<file path="config.mk">
export PLATFORM = sky130hd
export DESIGN_NAME = mem_data_arbiter
export DESIGN_NICKNAME = d
export VERILOG_FILES = /design/src/rtl/mem_data_arbiter.sv
export SDC_FILE = /design/constraint.sdc
export NUM_CORES = 1
export LEC_CHECK = 0
export CELL_PAD_IN_SITES_DETAIL_PLACEMENT = 1
export CELL_PAD_IN_SITES_GLOBAL_PLACEMENT = 1
export CORE_UTILIZATION = 12
export DETAILED_ROUTE_END_ITERATION = 6
export PLACE_DENSITY_LB_ADDON = 0.1
export SLEW_MARGIN = 20
export SYNTH_ARGS = -nofsm -noshare
export SYNTH_HDL_FRONTEND = slang
export SYNTH_SLANG_ARGS = --single-unit
</file>
<file path="constraint.sdc">
create_clock -name clk -period 2.35 [get_ports clk]
set_input_delay 0.47 -clock clk [delete_from_list [all_inputs] [get_ports clk]]
set_output_delay 0.47 -clock clk [all_outputs]
set_load 0.005 [all_outputs]
</file>
<file path="src/rtl/mem_data_arbiter.sv">
// Shares the single-port data memory between the processor and a host port.
// Round-robin arbitration with a bounded host lock for burst transfers.
module mem_data_arbiter #(
    parameter int ADDR_W    = 8,
    parameter int DATA_W    = 32,
    parameter int MAX_BURST = 4
) (
    input  logic              clk,
    input  logic              rst,
    input  logic              p_req,
    input  logic              p_wr,
    input  logic [ADDR_W-1:0] p_addr,
    input  logic [DATA_W-1:0] p_wdata,
    output logic              p_gnt,
    output logic              p_rvalid,
    output logic [DATA_W-1:0] p_rdata,
    input  logic              h_req,
    input  logic              h_wr,
    input  logic [ADDR_W-1:0] h_addr,
    input  logic [DATA_W-1:0] h_wdata,
    input  logic              h_lock,
    output logic              h_gnt,
    output logic              h_rvalid,
    output logic [DATA_W-1:0] h_rdata,
    output logic              mem_wr,
    output logic [ADDR_W-1:0] mem_addr,
    output logic [DATA_W-1:0] mem_data_out,
    input  logic [DATA_W-1:0] mem_data_in
);

    typedef enum logic {
        ARB   = 1'b0,
        HLOCK = 1'b1
    } state_t;

    localparam logic [3:0] MAX_B = 4'(MAX_BURST);

    state_t     state_q, state_d;
    logic       last_q, last_d;
    logic [3:0] burst_cnt_q, burst_cnt_d;
    logic       p_rvalid_q, p_rvalid_d;
    logic       h_rvalid_q, h_rvalid_d;

    logic p_gnt_c, h_gnt_c;
    logic lock_hold, arb_last, p_win, h_win;

    // Grant decision and next-state for the arbitration registers.
    always_comb begin
        p_gnt_c     = 1'b0;
        h_gnt_c     = 1'b0;
        state_d     = state_q;
        last_d      = last_q;
        burst_cnt_d = burst_cnt_q;
        lock_hold   = (state_q == HLOCK) && h_req && h_lock;
        arb_last    = (state_q == HLOCK) ? 1'b1 : last_q;
        p_win       = 1'b0;
        h_win       = 1'b0;
        if (rst) begin
            state_d     = ARB;
            last_d      = 1'b1;
            burst_cnt_d = 4'd0;
        end else if (lock_hold) begin
            if ((burst_cnt_q < MAX_B) || !p_req) begin
                h_gnt_c = 1'b1;
                last_d  = 1'b1;
                if (burst_cnt_q != 4'hF) begin
                    burst_cnt_d = burst_cnt_q + 4'd1;
                end
            end else begin
                // Burst budget spent: yield exactly one slot to the processor.
                p_gnt_c     = 1'b1;
                last_d      = 1'b0;
                state_d     = ARB;
                burst_cnt_d = 4'd0;
            end
        end else begin
            // Leaving the lock behaves as if the host was served last.
            p_win       = p_req && (!h_req || arb_last);
            h_win       = h_req && !p_win;
            state_d     = ARB;
            burst_cnt_d = 4'd0;
            unique case (1'b1)
                p_win: begin
                    p_gnt_c = 1'b1;
                    last_d  = 1'b0;
                end
                h_win: begin
                    h_gnt_c = 1'b1;
                    last_d  = 1'b1;
                    if (h_lock) begin
                        state_d     = HLOCK;
                        burst_cnt_d = 4'd1;
                    end
                end
                default: ;
            endcase
        end
        p_rvalid_d = p_gnt_c & ~p_wr;
        h_rvalid_d = h_gnt_c & ~h_wr;
    end

    // Arbitration state and read-valid pipeline registers.
    always_ff @(posedge clk) begin
        if (rst) begin
            state_q     <= ARB;
            last_q      <= 1'b1;
            burst_cnt_q <= 4'd0;
            p_rvalid_q  <= 1'b0;
            h_rvalid_q  <= 1'b0;
        end else begin
            state_q     <= state_d;
            last_q      <= last_d;
            burst_cnt_q <= burst_cnt_d;
            p_rvalid_q  <= p_rvalid_d;
            h_rvalid_q  <= h_rvalid_d;
        end
    end

    // Steer the winner onto the memory port; idle parks on the processor address.
    always_comb begin
        mem_wr       = 1'b0;
        mem_addr     = p_addr;
        mem_data_out = '0;
        if (h_gnt_c) begin
            mem_wr       = h_wr;
            mem_addr     = h_addr;
            mem_data_out = h_wdata;
        end else if (p_gnt_c) begin
            mem_wr       = p_wr;
            mem_addr     = p_addr;
            mem_data_out = p_wdata;
        end
    end

    assign p_gnt    = p_gnt_c;
    assign h_gnt    = h_gnt_c;
    assign p_rvalid = p_rvalid_q;
    assign h_rvalid = h_rvalid_q;
    assign p_rdata  = mem_data_in;
    assign h_rdata  = mem_data_in;

endmodule

</file>
==> results of run 1 <==
-- routing by layer --
metal,part of all wire,GRT usage,vias up
met5,0,0,-
met4,0.020,0.0411,0
met3,0.11,0.0307,23
met2,0.50,0.215,105
met1,0.37,0.119,708
li1,-,-,700
-- stage by stage --
step	worst slack [ns]	hold slack [ns]	std cells	TNS (ns)
floorplan	0.367	0.469	154	0
global route	-0.0943	0.540	392	-0.245
global placement	-0.661	0.516	368	-26.60
detailed placement	-0.665	0.516	368	-26.81
CTS	-0.0634	0.511	390	-0.0845
finish	-0.0193	0.507	392	-0.0193
-- power by group through the flow --
stage	clock (mW)	sequential, mW	combinational (mW)
2_1_floorplan	0	0.146	0.193
3_3_place_gp	0	0.146	0.423
3_5_place_dp	0	0.146	0.418
4_1_cts	0.177	0.145	0.462
5_1_grt	0.180	0.145	0.481
6_report	0.170	0.145	0.450
-- worst paths after layout --
| path | endpoint | slack (ns) |
|---|---|---|
| setup / recovery | mem_addr[6] | -0.02 |
| setup reg to reg | h_rvalid | 0.94 |
| hold / removal | last_q | 0.51 |
| hold reg to reg | last_q | 0.51 |
-- worst min-delay path, stage by stage (launching register included) --
cell     delay, ns
dfxtp_2       0.34
a21oi_1       0.07
nand3_1       0.07
-- cells in the mapped netlist --
cell / number / area share
nand3_1: 4 / 0.015
buf_4: 65 / 0.37
a211oi_1: 1 / 0.0057
buf_6: 3 / 0.026
buf_2: 3 / 0.011
o21ai_1: 2 / 0.0076
nand2b_4: 1 / 0.011
mux2_1: 8 / 0.069
a21o_1: 1 / 0.0057
nor3_1: 4 / 0.015
a21oi_4: 1 / 0.012
a31oi_1: 1 / 0.0048
mux2i_1: 1 / 0.0076
nor2b_1: 1 / 0.0048
nand3_2: 1 / 0.0076
nand2_1: 1 / 0.0029
ha_1: 1 / 0.0095
nor2_1: 6 / 0.017
dfxtp_1: 8 / 0.12
a21oi_1: 3 / 0.011
a2111oi_4: 1 / 0.021
nor3b_1: 1 / 0.0057
or2_1: 1 / 0.0048
and2b_1: 1 / 0.0057
inv_1: 1 / 0.0029
a22o_1: 33 / 0.22
-- cell usage in the layout (no fill, tap or decap), types with 2 or more instances in the layout --
cell,instances
a21oi_1,2
clkdlybuf4s15_2,3
mux2_1,4
buf_4,20
buf_16,3
nor3_1,3
dlygate4sd2_1,7
dfxtp_2,3
clkdlybuf4s15_1,3
dfxtp_1,5
clkdlybuf4s50_1,84
clkbuf_8,3
clkbuf_2,11
nand3_1,4
buf_6,14
nor2_1,5
buf_12,5
buf_2,18
a22o_1,33
mux2_4,4
-- registers in the layout, indices dropped and copies added, names as in the netlist --
register     count
state_q          1
last_q           1
h_rvalid         1
burst_cnt_q      4
p_rvalid         1
-- cell families (layout without fill, tap and decap cells) --
| group | after synthesis | count (layout) | synth area share |
|---|---|---|---|
| buffers and inverters | 72 | 174 | 0.413 |
| AOI/OAI and AO/OA | 43 | 43 | 0.289 |
| and+or+nand+nor | 21 | 21 | 0.0898 |
| muxes | 9 | 9 | 0.0764 |
| DFF | 8 | 8 | 0.122 |
| adders and majority gates | 1 | 1 | 0.00955 |
-- repair_timing --
item	4_1_cts	5_1_grt
hold endpoints to repair	0	0
endpoints found under the setup margin	43	26
gates cloned	4	0
buffers inserted	16	3
resized for setup	154	28
hold buffers	0	0
pin swaps	9	3
-- area by class of cell --
class	count	area, um^2
multi-input cells	74	651
clock buffers	3	41.3
inverters	1	3.75
fillers	1251	7790
flip-flops and latches	8	164
repair buffers	170	1640
well taps	136	170
==> summary.md, run 1 <==
| Metric | Value |
|---|---|
| Syn Area/Cell | 8.51 um^2 |
| Initial core utilization | 0.125 |
| Tot Pwr | 0.765 mW |
| RR Startpoint | state_q |
| Crit path max-delay family | buffers and inverters |
| Instance count on the critical path | 10 |
| Reg clk slew, reported paths | 0.04 ns |
| Critical path's slowest cell | mux2_4 |
| Peak VDD IR | 78.6 uV |
| Die Y | 106 um |
| Max Buffers Root-to-Sink | 2 |
| Sw power | 0.204 mW |
| DR vias/cell | 3.92 |
| DR iter-0 viols | 30 |
| Synth cell types | 26 |
| Number of core rows | 37 |
| Vias in the first global route | 1735 |
| RSZ-0062 raised after global routing | true |
| Gr usage total | 0.113 |
| Via count | 1536 |
| Seq pwr share | 0.189 |
| Final hold violations | 0 |
| Final Util | 0.255 |
| Register bit total from synthesis | 8 |
| Crit path launch | p_req |
| Num Clock Sinks | 8 |
| Worst-Skew Late Latency | 0.23 ns |
| RD Place Congestion | 0.656 |
| Final Max Slew Viols | 0 |
| Final Setup Violations | 1 |
| Post-synthesis sequential area ratio | 0.122 |
| Final Cycle Share | 1.01 |
| Mapped Area | 1310 um^2 |
| Area growth, synth to finish | 104% |
| Design Area, Final | 2670 um^2 |
| Largest net degree at the start of global routing | 12 |
| Hold Path Class | flop to flop |
| Drt wl/cell | 17.1 um |
| Kind of critical path | input port to output pin |
| Final min period | 2.37 ns |
| TritonCTS Buffers | 3 |
| Status | complete, but fails checks |
| Power Internal | 0.561 mW |
| Global route overflow | 0 |
| Syn Nets | 274 |
| Share of cells above drive strength 1 | 0.371 |
| Switching Share | 0.267 |
| Ys Warns | 0 |
| Clock Power Share | 0.223 |
| Worst slew margin | 0.764 |
| IO Port Bufs | 131 |
| Nets@finish | 378 |
| Initial antenna violation count | 0 |
| Power per cell area | 287 nW/um^2 |
| Delay of the slowest critical-path stage | 0.29 ns |
| H-tree Lvls | 1 |
| Post-DP Area | 2440 um^2 |
| I/O pin count | 228 |
| CP required | 1.88 ns |
| Fmax | 422 MHz |
| Most common cell on crit path | buf_6 |
| Clock skew | 0.00405 ns |
| Root Buffer | clkbuf_8 |
| Die width | 106 um |
| Cells on Worst Hold Path | 2 |
| Critical path endpoint category | output pin |
| Maxcap violations | 0 |
| CTS tree | yes |
| Violated checks | negative setup slack |
| Synth Instances | 154 |
| PnR worst setup slack | -0.0193 ns |
| Final ANT Viol Nets | 0 |
| Combinational share of power | 0.588 |
| # diodes | 0 |
| Total Routed Length | 6.70 mm |
| Critical Path AT | 1.90 ns |
| Pleak | 1.18 nW |
| Critical path buffers and inverters | 6 |
| Critical Path, Cell by Cell | buf_6 > a21oi_2 > o21ai_2 > a21oi_4 > buf_6 > buf_6 > buf_16 > buf_6 > mux2_4 > buf_6 |
| Reg2Reg Depth | 8 |
| Worst slew pin tran | 0.354 ns |
| HPWL after DPL | 4.95 mm |
| Hold path startpoint | last_q |
| First-pass GRT wire length | 9.74 mm |
| Drc violations | 0 |
| Max FO, Critical Path | 5 |
| Die area | 11300 um^2 |
| Core Footprint | 10500 um^2 |
| Startpoint types | input port |
| TritonRoute pass-1 iters | 3 |
(Power assumes the default switching activity.)
==> run 2, diff against run 1 <==
--- a/config.mk
+++ b/config.mk
@@ -5,6 +5,7 @@
 export SDC_FILE = /design/constraint.sdc
 export NUM_CORES = 1
 export LEC_CHECK = 0
+export CAP_MARGIN = 20
 export CELL_PAD_IN_SITES_DETAIL_PLACEMENT = 1
 export CELL_PAD_IN_SITES_GLOBAL_PLACEMENT = 1
 export CORE_UTILIZATION = 12
==> results of run 2 <==
The final DEF is identical to that of run 1; final timing and power are the same.
